$ cat config.mk
export PLATFORM = sky130hd
export DESIGN_NAME = flappy_pipe_collide
export DESIGN_NICKNAME = d
export VERILOG_FILES = /design/src/rtl/flappy_defs.sv /design/src/rtl/flappy_lfsr10.sv /design/src/rtl/flappy_pipe_collide.sv
export SDC_FILE = /design/constraint.sdc
export NUM_CORES = 1
export LEC_CHECK = 0
export BUFFER_PORTS_ARGS = -buffer_cell sky130_fd_sc_hd__buf_2
export CAP_MARGIN = 5
export CORE_MARGIN = 2
export CORE_UTILIZATION = 40
export DETAILED_ROUTE_END_ITERATION = 8
export PLACE_DENSITY = 0.65
export SYNTH_ARGS = -nofsm -noshare
export SYNTH_HDL_FRONTEND = slang
export SYNTH_SLANG_ARGS = --single-unit
$ cat constraint.sdc
create_clock -name Clk -period 5.2 [get_ports Clk]
set_input_delay 1.04 -clock Clk [delete_from_list [all_inputs] [get_ports Clk]]
set_output_delay 1.04 -clock Clk [all_outputs]
set_load 0.1 [all_outputs]
$ cat src/rtl/flappy_defs.sv
// flappy_defs -- constants and helpers shared by the bird FSM, the obstacle
// field (flappy_pipe_collide) and the VGA renderer.
//   Geometry : SCREEN_W, Y_MAX, BIRD_W, BIRD_H, pipe/gap sizes, scroll speed.
//   State    : one-hot encodings of the obstacle-field FSM.
//   Helpers  : floor_hit / pipe_hit collision tests (11-bit unsigned maths
//              so that coordinate + size never wraps at 1024).
package flappy_defs;

  localparam int SCREEN_W     = 640;
  localparam int Y_MAX        = 480;
  localparam int PIPE_W       = 52;
  localparam int PIPE_SPACING = 320;
  localparam int GAP_H        = 120;
  localparam int GAP_MIN      = 40;
  localparam int BIRD_W       = 24;
  localparam int BIRD_H       = 24;
  localparam int SPEED        = 2;
  localparam logic [9:0] LFSR_SEED = 10'h2A5;

  typedef enum logic [2:0] {
    ST_IDLE = 3'b001,
    ST_RUN  = 3'b010,
    ST_HIT  = 3'b100
  } state_t;

  // Bird bottom below the floor, or bird pinned against the ceiling.
  function automatic logic floor_hit(
    input logic [9:0]  y_bird,
    input logic [10:0] bird_h,
    input logic [10:0] y_max
  );
    return (({1'b0, y_bird} + bird_h) > y_max) || (y_bird == 10'd0);
  endfunction

  // Bird box overlaps one pipe column horizontally and is not fully inside
  // its gap vertically. The pipe's left edge is clamped at 0 because the
  // right edge can sit closer to the screen edge than the pipe width.
  function automatic logic pipe_hit(
    input logic [9:0]  x_bird,
    input logic [9:0]  y_bird,
    input logic [9:0]  pipe_x,
    input logic [9:0]  gap_y,
    input logic [10:0] pipe_w,
    input logic [10:0] gap_h,
    input logic [10:0] bird_w,
    input logic [10:0] bird_h
  );
    logic [10:0] left_edge;
    logic        xov;
    logic        yout;
    left_edge = ({1'b0, pipe_x} >= pipe_w) ? ({1'b0, pipe_x} - pipe_w) : 11'd0;
    xov  = ({1'b0, x_bird} < {1'b0, pipe_x}) &&
           (({1'b0, x_bird} + bird_w) > left_edge);
    yout = ({1'b0, y_bird} < {1'b0, gap_y}) ||
           (({1'b0, y_bird} + bird_h) > ({1'b0, gap_y} + gap_h));
    return xov && yout;
  endfunction

endpackage

$ cat src/rtl/flappy_lfsr10.sv
// flappy_lfsr10 -- free-running 10-bit Fibonacci LFSR, x^10 + x^7 + 1.
//   Clk   in  system clock
//   Reset in  asynchronous, active-high; loads SEED
//   q     out current LFSR state, advances every clock
module flappy_lfsr10 #(
  parameter logic [9:0] SEED = 10'h2A5
) (
  input  logic       Clk,
  input  logic       Reset,
  output logic [9:0] q
);

  // An all-zero seed would lock the register up, so substitute a legal one.
  localparam logic [9:0] SAFE_SEED = (SEED == 10'd0) ? 10'h001 : SEED;

  always_ff @(posedge Clk or posedge Reset) begin
    if (Reset) begin
      q <= SAFE_SEED;
    end else if (q == 10'd0) begin
      q <= SAFE_SEED;
    end else begin
      q <= {q[8:0], q[9] ^ q[6]};
    end
  end

endmodule

$ cat src/rtl/flappy_pipe_collide.sv
// flappy_pipe_collide -- obstacle field for the flappy game.
// Scrolls two pipes leftward on frame ticks, picks gap heights from an LFSR,
// counts pipes passed and flags bird/pipe or bird/floor collisions.
//   Clk, Reset            clock, asynchronous active-high reset
//   Start                 IDLE -> RUN (clears Score, draws fresh gaps)
//   Ack                   HIT -> IDLE (pipes back to start positions)
//   Tick                  one-cycle frame enable, scrolls pipes in RUN
//   XBird, YBird          bird box top-left corner from the bird FSM
//   PipeX0, PipeX1        pipe right edges
//   GapY0, GapY1          gap top of each pipe
//   Score                 pipes passed, saturating at 255
//   Lost                  high while in HIT
//   q_Idle, q_Run, q_Hit  one-hot state flags
module flappy_pipe_collide
  import flappy_defs::state_t, flappy_defs::ST_IDLE, flappy_defs::ST_RUN,
         flappy_defs::ST_HIT, flappy_defs::floor_hit, flappy_defs::pipe_hit;
#(
  parameter int         SCREEN_W     = flappy_defs::SCREEN_W,
  parameter int         Y_MAX        = flappy_defs::Y_MAX,
  parameter int         PIPE_W       = flappy_defs::PIPE_W,
  parameter int         PIPE_SPACING = flappy_defs::PIPE_SPACING,
  parameter int         GAP_H        = flappy_defs::GAP_H,
  parameter int         GAP_MIN      = flappy_defs::GAP_MIN,
  parameter int         BIRD_W       = flappy_defs::BIRD_W,
  parameter int         BIRD_H       = flappy_defs::BIRD_H,
  parameter int         SPEED        = flappy_defs::SPEED,
  parameter logic [9:0] LFSR_SEED    = flappy_defs::LFSR_SEED
) (
  input  logic       Clk,
  input  logic       Reset,
  input  logic       Start,
  input  logic       Ack,
  input  logic       Tick,
  input  logic [9:0] XBird,
  input  logic [9:0] YBird,
  output logic [9:0] PipeX0,
  output logic [9:0] PipeX1,
  output logic [9:0] GapY0,
  output logic [9:0] GapY1,
  output logic [7:0] Score,
  output logic       Lost,
  output logic       q_Idle,
  output logic       q_Run,
  output logic       q_Hit
);

  localparam logic [10:0] SPEED_W   = 11'(SPEED);
  localparam logic [10:0] WRAP_W    = 11'(2 * PIPE_SPACING);
  localparam logic [9:0]  X0_START  = 10'(SCREEN_W);
  localparam logic [9:0]  X1_START  = 10'(SCREEN_W + PIPE_SPACING);
  localparam logic [9:0]  GAP_MIN_W = 10'(GAP_MIN);

  // ---------------------------------------------------------------------
  // Random source
  // ---------------------------------------------------------------------
  logic [9:0] lfsr;

  flappy_lfsr10 #(
    .SEED (LFSR_SEED)
  ) u_lfsr (
    .Clk   (Clk),
    .Reset (Reset),
    .q     (lfsr)
  );

  // Two gap candidates drawn from overlapping windows of the same LFSR word,
  // so both pipes get different heights at Start.
  logic [9:0] gap_lo;
  logic [9:0] gap_hi;

  assign gap_lo = GAP_MIN_W + {2'b00, lfsr[7:0]};
  assign gap_hi = GAP_MIN_W + {2'b00, lfsr[9:2]};

  // ---------------------------------------------------------------------
  // State
  // ---------------------------------------------------------------------
  state_t          state_reg;
  logic [1:0][9:0] pipe_x_reg;
  logic [1:0][9:0] gap_y_reg;
  logic [7:0]      score_reg;
  logic            lost_reg;

  // ---------------------------------------------------------------------
  // Per-pipe scroll, wrap, score-crossing and collision terms
  // ---------------------------------------------------------------------
  logic [1:0][9:0] pipe_x_step;
  logic [1:0]      reload;
  logic [1:0]      crossed;
  logic [1:0]      pipe_hits;
  logic [10:0]     x_ext;

  assign x_ext = {1'b0, XBird};

  genvar gi;
  generate
    for (gi = 0; gi < 2; gi++) begin : g_pipe
      logic [10:0] old_ext;
      logic [10:0] step_ext;

      assign old_ext     = {1'b0, pipe_x_reg[gi]};
      // A pipe that would scroll off the left edge jumps back behind the
      // other one, keeping the two columns PIPE_SPACING apart.
      assign reload[gi]  = (old_ext <= SPEED_W);
      assign step_ext    = reload[gi] ? (old_ext + WRAP_W - SPEED_W)
                                      : (old_ext - SPEED_W);
      assign pipe_x_step[gi] = step_ext[9:0];
      // Scored when the right edge moves from at/right-of the bird's left
      // edge to strictly left of it on this tick.
      assign crossed[gi] = (old_ext >= x_ext) && (step_ext < x_ext);
      assign pipe_hits[gi] = pipe_hit(XBird, YBird, pipe_x_reg[gi], gap_y_reg[gi],
                                      11'(PIPE_W), 11'(GAP_H),
                                      11'(BIRD_W), 11'(BIRD_H));
    end
  endgenerate

  logic hit;

  assign hit = floor_hit(YBird, 11'(BIRD_H), 11'(Y_MAX)) || (|pipe_hits);

  // Saturating score increment (both pipes crossing together adds two).
  logic [1:0] score_gain;
  logic [8:0] score_sum;
  logic [7:0] score_next;

  assign score_gain = {1'b0, crossed[0]} + {1'b0, crossed[1]};
  assign score_sum  = {1'b0, score_reg} + {7'd0, score_gain};
  assign score_next = score_sum[8] ? 8'hFF : score_sum[7:0];

  // ---------------------------------------------------------------------
  // FSM with registered outputs
  // ---------------------------------------------------------------------
  always_ff @(posedge Clk or posedge Reset) begin
    if (Reset) begin
      state_reg     <= ST_IDLE;
      pipe_x_reg[0] <= X0_START;
      pipe_x_reg[1] <= X1_START;
      gap_y_reg[0]  <= GAP_MIN_W;
      gap_y_reg[1]  <= GAP_MIN_W;
      score_reg     <= 8'd0;
      lost_reg      <= 1'b0;
    end else begin
      case (state_reg)
        ST_IDLE: begin
          lost_reg      <= 1'b0;
          pipe_x_reg[0] <= X0_START;
          pipe_x_reg[1] <= X1_START;
          if (Start) begin
            state_reg    <= ST_RUN;
            score_reg    <= 8'd0;
            gap_y_reg[0] <= gap_lo;
            gap_y_reg[1] <= gap_hi;
          end
        end

        ST_RUN: begin
          // A collision freezes the field on the very cycle it is seen,
          // even if a frame tick arrives at the same time.
          if (hit) begin
            state_reg <= ST_HIT;
            lost_reg  <= 1'b1;
          end else if (Tick) begin
            pipe_x_reg <= pipe_x_step;
            score_reg  <= score_next;
            for (int i = 0; i < 2; i++) begin
              if (reload[i]) begin
                gap_y_reg[i] <= gap_lo;
              end
            end
          end
        end

        ST_HIT: begin
          lost_reg <= 1'b1;
          if (Ack) begin
            // Score is left visible until the next Start.
            state_reg     <= ST_IDLE;
            lost_reg      <= 1'b0;
            pipe_x_reg[0] <= X0_START;
            pipe_x_reg[1] <= X1_START;
            gap_y_reg[0]  <= GAP_MIN_W;
            gap_y_reg[1]  <= GAP_MIN_W;
          end
        end

        default: begin
          // Corrupted encoding: fall back to a clean idle field.
          state_reg     <= ST_IDLE;
          lost_reg      <= 1'b0;
          pipe_x_reg[0] <= X0_START;
          pipe_x_reg[1] <= X1_START;
          gap_y_reg[0]  <= GAP_MIN_W;
          gap_y_reg[1]  <= GAP_MIN_W;
        end
      endcase
    end
  end

  assign PipeX0 = pipe_x_reg[0];
  assign PipeX1 = pipe_x_reg[1];
  assign GapY0  = gap_y_reg[0];
  assign GapY1  = gap_y_reg[1];
  assign Score  = score_reg;
  assign Lost   = lost_reg;
  assign q_Idle = state_reg[0];
  assign q_Run  = state_reg[1];
  assign q_Hit  = state_reg[2];

endmodule
==> flow_results.org, run 1 <==
** Synthesis
- A synthesized cell averages 8.38 um2.
- Share of Yosys cell area claimed by the top area cell type :: ~22%
- The cell count after synthesis came out at 726.
- Counting flops and latches in the post-synthesis netlist gives 58.
- Adder and majority cell fraction of the synthesized area :: 22.5%
- Share of flip-flops with an asynchronous set or reset after synthesis :: 100%
- By area, the combinational part of the netlist is dominated by adder cells.
- For this run, the leading register cell type out of synthesis is sky130_fd_sc_hd__dfrtp_1.
- Count of different cell masters after synthesis :: 66
- The synthesized netlist devotes 19.2% of its cell area to simple gates.
- Portion of netlist area occupied by mux cells :: 2.26%
- For this run, the number of Yosys warnings is 0.
- In this run, synthesis inferred 0 flip-flops with an integrated enable.
- Sequential elements use 24.2% of the synthesized area.
- Leading area contributor after synthesis :: sky130_fd_sc_hd__ha_1
- Leading post-synthesis cells by cell area :: sky130_fd_sc_hd__ha_1, sky130_fd_sc_hd__dfrtp_1, sky130_fd_sc_hd__dfstp_2
- Post-synthesis instance area :: just over 6000 um2
- Summing the areas of all xor and xnor instances in the mapped netlist gives 5.90% of the synthesized area.
- Compound-gate portion of the synthesized area :: 19.9%

** Layout
- Share of the core filled with cells in the final layout :: between 40% and 50%
- Ranked by flip-flop count, first place goes to u_lfsr.q.
- Total number of nets in the final design :: 930
- Fin cells :: 989
- The repair_antennas step left the layout with diodes totalling 0.
- Signed area change from the synthesized netlist to the final layout :: 13.9%
- Share of final-layout standard cells stronger than drive strength 1 :: 16.0%
- Number of flip-flops in the largest register :: 10

** Global route
- Number of antenna violations at the first check in global routing :: 0
- Via count of the first global-routing pass :: 5,401
- The first global-routing pass estimated roughly 28 mm of wire.
- Remaining global-route overflow :: 0
- Entering global routing, the biggest net connects just under 60 pins.
- Global routing consumed, over all layers together, 21.2% of the routing resources.

** Placement
- Post-DP HPWL :: between 10 and 15 mm
- Including well taps, the total number of placed cells is 973.
- The congestion estimate from routability-driven global placement came to 0.889.
- The count of buffers added on input and output ports is ~70.

** Setup path
- Largest stage delay on the critical path :: 590 ps
- Slowest cell on the critical path :: sky130_fd_sc_hd__or4_1
- Top delay family on crit path :: compound AO/OA/AOI/OAI gates
- The critical path contains buffers and inverters numbering 3 combined.
- Most frequent cell on the critical path :: sky130_fd_sc_hd__a211oi_1
- Crit end category :: register
- The worst register-to-register path begins at PipeX1[3].
- Startpoint types :: input port
- The critical path goes through buf_2 -> inv_1 -> ha_1 -> nor2_1 -> xor2_1 -> ha_1 -> a211oi_1 -> nand2_1 -> o311a_1 -> a211oi_1 -> a2111oi_1 -> or4_1 -> buf_4 -> a2111oi_4 -> a211oi_1.
- Critical Setup Path Class :: input port to register
- Required time of the worst setup path :: roughly 5400 ps
- Critical Path Source :: YBird[3]
- At the worst endpoint, the arrival time is 5000 ps.
- Along the worst path, the maximum fanout reaches 15.

** Worst hold path
- The startpoint identified for the worst hold timing path is u_lfsr.q[2].
- Type of the worst min-delay path :: register to register

** Timing
- The max-slew violation total from the final report is 0.
- Accumulated negative setup slack :: 0 ps
- For this run, the top clock speed supported by timing is ~210 MHz.
- Headroom to the max-slew limit came out at 47.3%.
- Largest clock skew in the final design :: 5.64 ps
- Final critical-path share of the clock period :: between 90% and 100%
- The worst path needs 4790 ps of the cycle, external delays included.
- At the pin with the least slew margin, the transition time is 789 ps.
- Setup repair after global routing missed its margin :: no
- Number of hold violations in the final report :: 0
- Finish-stage setup viols :: 0

** Clock network
- Buffers added to address setup during post-CTS repair amount to 0.
- TritonCTS built the clock tree.
- Maximum level of the CTS H-tree :: 3
- No sink is reached through more buffers than the 2 on the longest clock path.
- The number of hold buffers added after CTS was 0.
- TritonCTS created 9 clock buffers.
- Clock network latency to the later pin of the worst-skew pair :: 330 ps
- The tree is rooted in a sky130_fd_sc_hd__clkbuf_16.
- Number of clock sinks :: 58
- In this run, post-CTS repair resized a total of 0 instances.
- Clock transition time at the flip-flop clock pins of the worst setup and hold paths :: about 60 ps

** Detailed routing
- The count of nets left with antenna violations once routing finished came out at 0.
- After detailed routing, the number of remaining DRC violations is 0.
- Initial DRT Pass Iterations :: 4
- Overall via count from detail_route :: roughly 5,600
- After detailed routing, the average wire length per cell comes to 17.0 um.
- The detailed router finished its first iteration with 288 violations.
- Wires add up to 16.8 mm.
- After detailed routing, the number of vias per cell comes to around 5.6.

** Pwr
- Worst-case vdd ir drop :: 0.360 mV
- Share of power burned in registers :: 21.7%
- For this design the ratio of total power to cell area is 446 nW/um2.
- Combinational logic burns between 50% and 60% of the power.
- The clock network accounts for a little under a fifth of the total power.
- Switching part of the total power :: 53.1%
- In this run the static leakage power is 3.32 nW.
- The internal power of the cells totals ~1.4 mW.
- Summing internal, switching and leakage power gives between 3 and 4 mW.
- Switching component of the power :: between 1.5 and 2 mW

** Die
- The core region is between 15,000 and 20,000 um2.
- Die Wd :: 127 um
- For this design the top-level I/O count stands at 77.
- Cell row count :: 45
- From bottom edge to top edge, the die measures 127 um.
- The floorplan step defined a die boundary enclosing 16,200 um2.
- Initial Utilization :: roughly two fifths

** Run status
- Status :: finished, final reports clean

** Job
- Max-cap violation count :: 0
==> layout make-up <==
class / count / area, um2
Timing Repair Buffer: 80 / 420
Multi-Input combinational cell: 583 / 4270
Tap cell: 188 / 235
Sequential cell: 58 / 1470
Inverter: 64 / 240
Clock buffer: 9 / 225
Clock inverter: 7 / 70.1
Fill cell: 1471 / 8100
==> routing by layer <==
metal	track usage (%)	part of all wire [%]	up-vias
met5	0	0	-
met4	7.43	2.1	0
met3	2.76	4.5	25
met2	33.2	44	167
met1	30.2	49	2613
li1	-	-	2764
==> final timing paths <==
path | slack [ps] | cells after the start | end
setup / recovery | 410 | 15 | Score[6]
hold / removal | 420 | 0 | u_lfsr.q[3]
setup reg to reg | 720 | 19 | Score[5]
hold reg to reg | 420 | 0 | u_lfsr.q[3]
max in group asynchronous | 3800 | 3 | PipeX0[1]
min in group asynchronous | 910 | 3 | Score[3]
==> logic make-up after synthesis <==
family	Yosys count
buf+inv	90
mux	13
flops	58
compound gates	178
simple gates	236
other cells	1
xor+xnor	41
fa+ha+maj	109
==> power groups by stage <==
stage	sequential (mW)	clock, mW	combinational [mW]
global placement	0.676	0	1.80
detailed placement	0.676	0	1.81
finish	0.669	0.594	1.83
global route	0.681	0.621	1.99
floorplan	1.22	0	0.884
CTS	0.669	0.602	1.82
==> placed cells by master, fill, tap and decap left out, drive strengths merged, types with 11 or more instances in the layout <==
master / n
inv: 64
a21oi: 44
nand3: 29
buf: 80
a211oi: 11
xnor2: 34
dfrtp: 42
nor3: 22
a21o: 15
nand4: 18
o21ai: 40
nor2: 48
nand2: 62
dfstp: 16
nand2b: 13
ha: 108
==> synth_stat cells, types with 4 or more instances <==
cell,n
sky130_fd_sc_hd__ha_1,108
sky130_fd_sc_hd__inv_1,64
sky130_fd_sc_hd__nand2_1,61
sky130_fd_sc_hd__nor2_1,48
sky130_fd_sc_hd__a21oi_1,44
sky130_fd_sc_hd__dfrtp_1,42
sky130_fd_sc_hd__o21ai_0,35
sky130_fd_sc_hd__xnor2_1,34
sky130_fd_sc_hd__nand3_1,29
sky130_fd_sc_hd__nor3_1,22
sky130_fd_sc_hd__clkbuf_1,18
sky130_fd_sc_hd__nand4_1,18
sky130_fd_sc_hd__dfstp_2,16
sky130_fd_sc_hd__a21o_1,15
sky130_fd_sc_hd__nand2b_1,13
sky130_fd_sc_hd__a211oi_1,11
sky130_fd_sc_hd__a31oi_1,10
sky130_fd_sc_hd__and3_1,9
sky130_fd_sc_hd__o21a_1,9
sky130_fd_sc_hd__nand3b_1,8
sky130_fd_sc_hd__mux2i_1,7
sky130_fd_sc_hd__nor2b_1,7
sky130_fd_sc_hd__nor4_1,7
sky130_fd_sc_hd__o31ai_1,7
sky130_fd_sc_hd__xor2_1,7
sky130_fd_sc_hd__mux2_2,6
sky130_fd_sc_hd__a22o_1,5
sky130_fd_sc_hd__a22oi_1,4
sky130_fd_sc_hd__buf_4,4
sky130_fd_sc_hd__o2111ai_1,4
sky130_fd_sc_hd__o21ai_1,4
==> stage by stage <==
stage,hold WS [ps],worst slack (ps),area (um2)
final,424,410,6930
after global routing,429,197,6930
after CTS,425,445,6930
after detailed placement,416,106,6640
after global placement,420,254,6640
after floorplan,477,537,6100
(Power assumes the default switching activity.)
==> inputs of run 2 (changes only) <==
Settings changed: CORE_ASPECT_RATIO set to 1.4, PLACE_DENSITY 0.65 to not set.
==> run 2 against run 1 <==
  * Sequential share of layout area is essentially flat
  * Sequential power grew 0.7%
  * Highest routed layer unchanged
  * Clock skew is essentially flat
  * Core utilization grew 0.42 points
  * Register-to-register slack gained 40 ps
  * Wire length grew 9.8%
  * Clock-buffer cell count grew 3
  * Final cell count grew 0.20%
  * Combinational power is essentially flat
  * Flip-flop and latch count is the same
==> flow_results.org, run 2 (synthesis results as in run 1) <==
** Setup path
- Reg-to-reg startpoint :: PipeX1[2] (was PipeX1[3])
- Critical Path Fanout Max :: 9 (was 15)
- The depth of the most critical reg-to-reg path was 19 (unchanged).
- Data arrival time at the worst-slack endpoint :: 4750 ps (was 5000 ps)
- R2r setup slk :: 760 ps (was 720 ps)
- The type of the worst setup path is input port to register (unchanged).
- Startpoint types :: input port (unchanged)
- Required time of the worst setup path :: 5390 ps (was 5410 ps)
- The endpoint class of the critical path was a register (unchanged).
- The end of the worst register-to-register path was Score[5] (unchanged).

** Timing
- The headroom to the max-slew limit is 19.5% (was 47.3%).
- The total count of hold-check failures in the final report came to 0 (unchanged).
- The max-slew violation total from the final report came to 0 (unchanged).
- Finish-stage setup viols :: 0 (unchanged)
- Setup repair after global routing missed its margin: no (unchanged).
- Accumulated negative setup slack :: 0 ps (unchanged)
- The minimum period implied by the final worst setup slack was 4560 ps (was 4790 ps).
- The post-route clock period utilization was 87.7% (was 92.1%).
- Crit path setup slack, layout :: 640 ps (was 410 ps)
- The actual slew at the worst max-slew pin came to 1200 ps (was 789 ps).
- Largest clock skew in the final design :: 5.27 ps (was 5.64 ps)
- Hold slack final :: 427 ps (was 424 ps)
- The achievable frequency is 219 MHz (was 209 MHz).

** Run status
- Status :: finished, final reports clean (unchanged)

** Layout
- Most common library cell in the layout ignoring fill and taps :: sky130_fd_sc_hd__ha_1 (unchanged)
- Signed area change from the synthesized netlist to the final layout :: 14.1% (was 13.9%)
- The final instance area was 6940 um2 (was 6930 um2).
- The register with the most flip-flops is u_lfsr.q (unchanged).
- The flip-flop count of the largest register after layout was 10 (unchanged).
- The antenna diode count was 0 (unchanged).
- The share of post-route cells with drive strength above 1 came to 15.8% (was 16.0%).
- The net count reported at finish is 928 (was 930).
- Most used cells in the layout excluding fill and tap cells: sky130_fd_sc_hd__ha_1, sky130_fd_sc_hd__buf_2, sky130_fd_sc_hd__inv_1 (unchanged).

** Detailed routing
- Vias/cell :: 5.81 (was 5.63)
- The DRC violations left is 0 (unchanged).
- The final antenna-violating net count came to 0 (unchanged).
- The total iterations of the first detailed-routing run was 4 (unchanged).
- DRC marker count from the first detailed-route iteration :: 239 (was 288)
- The wire length reported by the detailed router came to 18.4 mm (was 16.8 mm).
- Overall via count from detail_route :: 5,759 (was 5,569)
- The detailed-route wire length per cell is 18.6 um (was 17.0 um).

** Clock network
- Cts-stage hold buffer count :: 0 (unchanged)
- The cell at the root of the clock tree is sky130_fd_sc_hd__clkbuf_16 (unchanged).
- Cts repair resizes :: 0 (unchanged)
- CTS buffer count :: 9 (unchanged)
- Clock Path Buffers :: 2 (unchanged)
- The CTS tree is built (unchanged).
- Number of clock sinks :: 58 (unchanged)
- Clock network latency to the later pin of the worst-skew pair :: 320 ps (was 330 ps)
- The number of buffers inserted to repair setup after CTS came to 0 (unchanged).
- Clock transition time at the flip-flop clock pins of the worst setup and hold paths :: 50 ps (was 60 ps)
- Maximum level of the CTS H-tree :: 3 (unchanged)

** Worst hold path
- Worst Min Path Start :: u_lfsr.q[0] (was u_lfsr.q[2])
- Capture endpoint of the worst hold path :: u_lfsr.q[1] (was u_lfsr.q[3])
- The cell depth of the worst hold path came to 0 (unchanged).
- The class of the tightest hold or removal check is register to register (unchanged).

** Global route
- Via count of the first global-routing pass :: 5,775 (was 5,401)
- The wire length of the first global-routing pass is 29.2 mm (was 27.8 mm).
- Remaining global-route overflow :: 0 (unchanged)
- Global router's overall resource usage :: 23.1% (was 21.2%)
- The number of antenna violations at the first check in global routing came to 0 (unchanged).
- The largest net degree at the start of global routing is 59 (unchanged).

** Placement
- Post-DP HPWL :: 15.3 mm (was 13.4 mm)
- Number of buffer cells added on primary ports :: 72 (unchanged)
- DP Worst Slack :: 324 ps (was 106 ps)
- Final weighted congestion in routability-driven placement :: 0.958 (was 0.889)
- The cell area reported after detailed placement is 6630 um2 (was 6640 um2).

** Die
- Die area :: 16,200 um2 (about the same)
- Y dimension of the die :: 150 um (was 127 um)
- The initial core utilization was 40.8% (was 40.5%).
- The count of boundary I/O pins is 77 (unchanged).
- Die Wd :: 108 um (was 127 um)
- The core footprint came to 14,900 um2 (was 15,000 um2).
- The number of placement rows came to 53 (was 45).

** Pwr
- Worst-case vdd ir drop :: 0.508 mV (was 0.360 mV)
- The power density over cell area is 451 nW/um2 (was 446 nW/um2).
- The standby leakage power is 3.33 nW (was 3.32 nW).

** Job
- Max-cap violation count :: 0 (unchanged)
## run 2: metal layers
layer	GRT usage (%)	vias to the layer above	routed length [um]
met5	0	-	0
met4	12.8	0	987
met1	24.3	2754	6990
met2	43.5	184	9740
li1	-	2757	-
met3	3.09	64	697
## run 2: report_power, final
group | leakage (nW) | switching [mW] | internal (mW)
clock network | 0.159 | 0.200 | 0.408
logic | 2.45 | 1.33 | 0.523
registers | 0.718 | 0.121 | 0.553
total | 3.33 | 1.65 | 1.48
## run 2: how the worst max path moves through the flow
stage              start  endpoint  slack [ps]  cells past startpoint
5_1_grt        PipeX1[2]  Score[5]         340                     19
3_5_place_dp    YBird[3]  Score[2]         320                     14
6_report        YBird[3]  Score[2]         640                     14
4_1_cts         YBird[3]  Score[2]         660                     14
2_1_floorplan  PipeX1[2]  Score[7]         540                     19
3_3_place_gp    YBird[3]  Score[6]         390                     14
## run 2: metrics by stage
step,utilization (%),power (mW),cells
2_1_floorplan,-,2.10,731
3_3_place_gp,44.4,2.49,975
3_5_place_dp,44.4,2.53,975
4_1_cts,46.5,3.15,991
5_1_grt,46.5,3.34,991
6_report,46.5,3.13,991
## run 2: area by class of cell
class                           instances  area, um2
Fill cell                            1491       7980
Multi-Input combinational cell        583       4270
Sequential cell                        58       1470
Timing Repair Buffer                   78        405
Clock buffer                           12        267
Inverter                               64        240
Tap cell                              192        240
Clock inverter                          4       48.8
## run 2: critical path, stage by stage
cell,delay (ps)
sky130_fd_sc_hd__buf_2,170
sky130_fd_sc_hd__inv_1,100
sky130_fd_sc_hd__ha_1,280
sky130_fd_sc_hd__nor2_1,160
sky130_fd_sc_hd__xor2_1,360
sky130_fd_sc_hd__ha_1,340
sky130_fd_sc_hd__a211oi_1,240
sky130_fd_sc_hd__nand2_1,80
sky130_fd_sc_hd__o311a_1,350
sky130_fd_sc_hd__a211oi_1,260
sky130_fd_sc_hd__a2111oi_1,140
sky130_fd_sc_hd__or4_1,740
sky130_fd_sc_hd__a21oi_1,350
sky130_fd_sc_hd__a31oi_1,140
==> inputs of run 3 (changes only) <==
Settings changed: BUFFER_PORTS_ARGS -buffer_cell sky130_fd_sc_hd__buf_2 to -buffer_cell sky130_fd_sc_hd__clkbuf_2.
==> run 3 against run 2 <==
  * Highest routed layer unchanged
  * Total power grew 0.36%
  * Final cell count is the same
  * Via count grew 0.12%
  * Critical path depth is the same
  * Clock skew shrank 1.0 ps
  * Setup slack lost 2.8 ps
  * Global-route usage is essentially flat
  * Largest power group unchanged
==> flow_results.org, run 3 (synthesis results as in run 1) <==
** Layout
- Register with the highest flop count :: u_lfsr.q (unchanged)
- The total of fill cells in the finished design came to 1,471 (was 1,491).
- The net count reported at finish was 928 (unchanged).
- The share of post-route cells with drive strength above 1 came to 15.8% (unchanged).
- The share of the core filled with cells in the final layout is 46.6% (was 46.5%).
- Most used cells in the layout excluding fill and tap cells: sky130_fd_sc_hd__ha_1, sky130_fd_sc_hd__clkbuf_2, sky130_fd_sc_hd__inv_1 (was sky130_fd_sc_hd__ha_1, sky130_fd_sc_hd__buf_2, sky130_fd_sc_hd__inv_1).
- The layout-stage area growth over the synthesis result is 14.2% (was 14.1%).
- Number of flip-flops in the largest register :: 10 (unchanged)
- The most common cell after layout, fill and taps aside was sky130_fd_sc_hd__ha_1 (unchanged).
- The antenna diode count came to 0 (unchanged).

** Detailed routing
- The detailed-route wire length per cell was 18.6 um (about the same).
- The total number of vias is 5,766 (was 5,759).
- The via-per-instance ratio came to 5.82 (was 5.81).
- Total routed wirelength :: 18.4 mm (about the same)
- The DRC violations left is 0 (unchanged).
- Post-route antenna net violation count :: 0 (unchanged)
- The total iterations of the first detailed-routing run was 5 (was 4).
- The DRC violation total after the first TritonRoute iteration is 203 (was 239).

** Clock network
- Cts-stage hold buffer count :: 0 (unchanged)
- Post-CTS Setup Repair Bufs :: 0 (unchanged)
- Number of clock sinks :: 58 (unchanged)
- The clock latency on the worst-skew pair is 330 ps (was 320 ps).
- Cts repair resizes :: 0 (unchanged)
- CTS buffer count :: 9 (unchanged)
- The post-CTS clock slew at the launch and capture registers of the worst setup and hold paths was 50 ps (about the same).
- The cell at the root of the clock tree was sky130_fd_sc_hd__clkbuf_16 (unchanged).
- The maximum clock path buffer count came to 2 (unchanged).
- The CTS tree is built (unchanged).
- Maximum level of the CTS H-tree :: 3 (unchanged)

** Job
- The max-cap violation count is 0 (unchanged).

** Global route
- The wire length of the first global-routing pass was 29.2 mm (about the same).
- Via count of the first global-routing pass :: 5,802 (was 5,775)
- Maximum number of pins on one net before global-route repair :: 59 (unchanged)
- The total congestion overflow is 0 (unchanged).
- The number of antenna violations at the first check in global routing came to 0 (unchanged).
- The total track usage is 23.1% (about the same).

** Pwr
- Internal power contribution :: 1.49 mW (was 1.48 mW)
- The peak ir drop on the vdd network came to 0.505 mV (was 0.508 mV).
- The switching power came to 1.65 mW (about the same).
- The combinational fraction of design power is 58.4% (was 59.1%).
- The switching portion of total power came to 52.5% (was 52.6%).
- The sequential fraction of design power is 21.7% (was 21.5%).
- Leakage power figure :: 3.31 nW (was 3.33 nW)
- The power density over cell area is 452 nW/um2 (was 451 nW/um2).
- The clock share of power was 19.9% (was 19.4%).

** Placement
- Post-DP HPWL :: 15.3 mm (about the same)
- Final weighted congestion in routability-driven placement :: 0.959 (was 0.958)
- Number of buffer cells added on primary ports :: 72 (unchanged)

** Setup path
- Most frequent cell on the critical path :: sky130_fd_sc_hd__a211oi_1
- Startpoint types :: input port (unchanged)
- The total buffers and inverters traversed by the critical path is 2 (unchanged).
- The data arrival time of the critical path was 4760 ps (was 4750 ps).
- The highest-delay cell along the critical path is sky130_fd_sc_hd__or4_1 (unchanged).
- The peak per-stage delay on the critical path was 790 ps (was 740 ps).
- Critical-path cell list :: clkbuf_2 -> inv_1 -> ha_1 -> nor2_1 -> xor2_1 -> ha_1 -> a211oi_1 -> nand2_1 -> o311a_1 -> a211oi_1 -> a2111oi_1 -> or4_1 -> a2111oi_4 -> a211oi_1 (was buf_2 -> inv_1 -> ha_1 -> nor2_1 -> xor2_1 -> ha_1 -> a211oi_1 -> nand2_1 -> o311a_1 -> a211oi_1 -> a2111oi_1 -> or4_1 -> a21oi_1 -> a31oi_1)
- Required time of the worst setup path :: 5400 ps (was 5390 ps)
- The largest delay contributor family on the critical path was compound AO/OA/AOI/OAI gates (unchanged).
- Critical Setup Path Class :: input port to register (unchanged)
- The critical-path maximum fanout came to 11 (was 9).
- The endpoint class of the critical path is a register (unchanged).
- R2r setup slk :: 680 ps (was 760 ps)

** Die
- The number of placement rows was 53 (unchanged).
- Y dimension of the die :: 150 um (unchanged)
- The width of the die came to 108 um (unchanged).
- The initial core utilization is 40.8% (unchanged).
- Die area :: 16,200 um2 (unchanged)
- The core footprint came to 14,900 um2 (unchanged).
- I/O pins :: 77 (unchanged)

** Timing
- The max-slew violation total from the final report was 0 (unchanged).
- Least-Margin Pin Slew :: 1100 ps (was 1200 ps)
- Slew margin rel. :: 26.2% (was 19.5%)
- The achievable frequency was 219 MHz (about the same).
- The minimum period implied by the final worst setup slack is 4560 ps (about the same).
- The post-route clock period utilization is 87.7% (about the same).
- The final number of setup-violating endpoints is 0 (unchanged).
- Accumulated negative setup slack :: 0 ps (unchanged)
- Number of hold violations in the final report :: 0 (unchanged)
- The smallest hold slack was 426 ps (was 427 ps).
- The maximum clock skew at final layout was 4.25 ps (was 5.27 ps).
- Setup repair after global routing missed its margin: no (unchanged).

** Run status
- Status: finished, final reports clean (unchanged).

** Worst hold path
- Type of the worst min-delay path :: register to register (unchanged)
-- run 3: worst register-to-register path, cell delays in order (launching register included) --
cell	delay, ps
sky130_fd_sc_hd__dfrtp_1	440
sky130_fd_sc_hd__inv_1	240
sky130_fd_sc_hd__ha_1	290
sky130_fd_sc_hd__a21boi_0	290
sky130_fd_sc_hd__and3_1	380
sky130_fd_sc_hd__nand3_1	140
sky130_fd_sc_hd__xnor2_1	230
sky130_fd_sc_hd__ha_1	290
sky130_fd_sc_hd__a21o_1	170
sky130_fd_sc_hd__a21oi_1	140
sky130_fd_sc_hd__o2111ai_1	180
sky130_fd_sc_hd__fa_1	420
sky130_fd_sc_hd__inv_1	80
sky130_fd_sc_hd__ha_1	180
sky130_fd_sc_hd__and3_1	240
sky130_fd_sc_hd__and3_1	220
sky130_fd_sc_hd__nand3_1	110
sky130_fd_sc_hd__a211oi_1	240
sky130_fd_sc_hd__o21ai_0	110
sky130_fd_sc_hd__nand2_1	70
-- run 3: stage by stage --
stage | power (mW) | worst slack (ps) | cell area [um2] | std cells
5_1_grt | 3.34 | 350 | 6950 | 991
2_1_floorplan | 2.10 | 537 | 6100 | 731
3_5_place_dp | 2.52 | 284 | 6630 | 975
4_1_cts | 3.16 | 618 | 6950 | 991
6_report | 3.14 | 637 | 6950 | 991
3_3_place_gp | 2.49 | 362 | 6630 | 975
-- run 3: final cells by class --
type	instances	area, um2	share of cell area (%)
Clock buffer	13	280	4.03
Clock inverter	3	45.0	0.648
Inverter	64	240	3.46
Multi-Input combinational cell	583	4270	61.4
Sequential cell	58	1470	21.2
Tap cell	192	240	3.46
Timing Repair Buffer	78	405	5.83
-- run 3: per-layer routing --
layer	global-route usage (%)	wire length [um]
met4	10.8	814
met5	0	0
met3	3.01	744
met1	24.6	7030
met2	44.1	9820
-- run 3: final timing paths --
path | end | depth (start not counted) | from
worst min register to register | u_lfsr.q[1] | 0 | u_lfsr.q[0]
worst max register to register | Score[5] | 19 | PipeX1[2]
worst min-delay path | u_lfsr.q[1] | 0 | u_lfsr.q[0]
min in group asynchronous | Score[1] | 3 | Reset
max in group asynchronous | PipeX0[5] | 3 | Reset
worst max-delay path | Score[6] | 14 | YBird[4]
-- run 3: power by group through the flow --
stage / Clock, mW / Sequential (mW) / Combinational [mW]
after floorplan: 0 / 1.22 / 0.884
after global placement: 0 / 0.683 / 1.80
after detailed placement: 0 / 0.687 / 1.83
after CTS: 0.635 / 0.680 / 1.84
after global routing: 0.652 / 0.691 / 1.99
final: 0.626 / 0.682 / 1.84
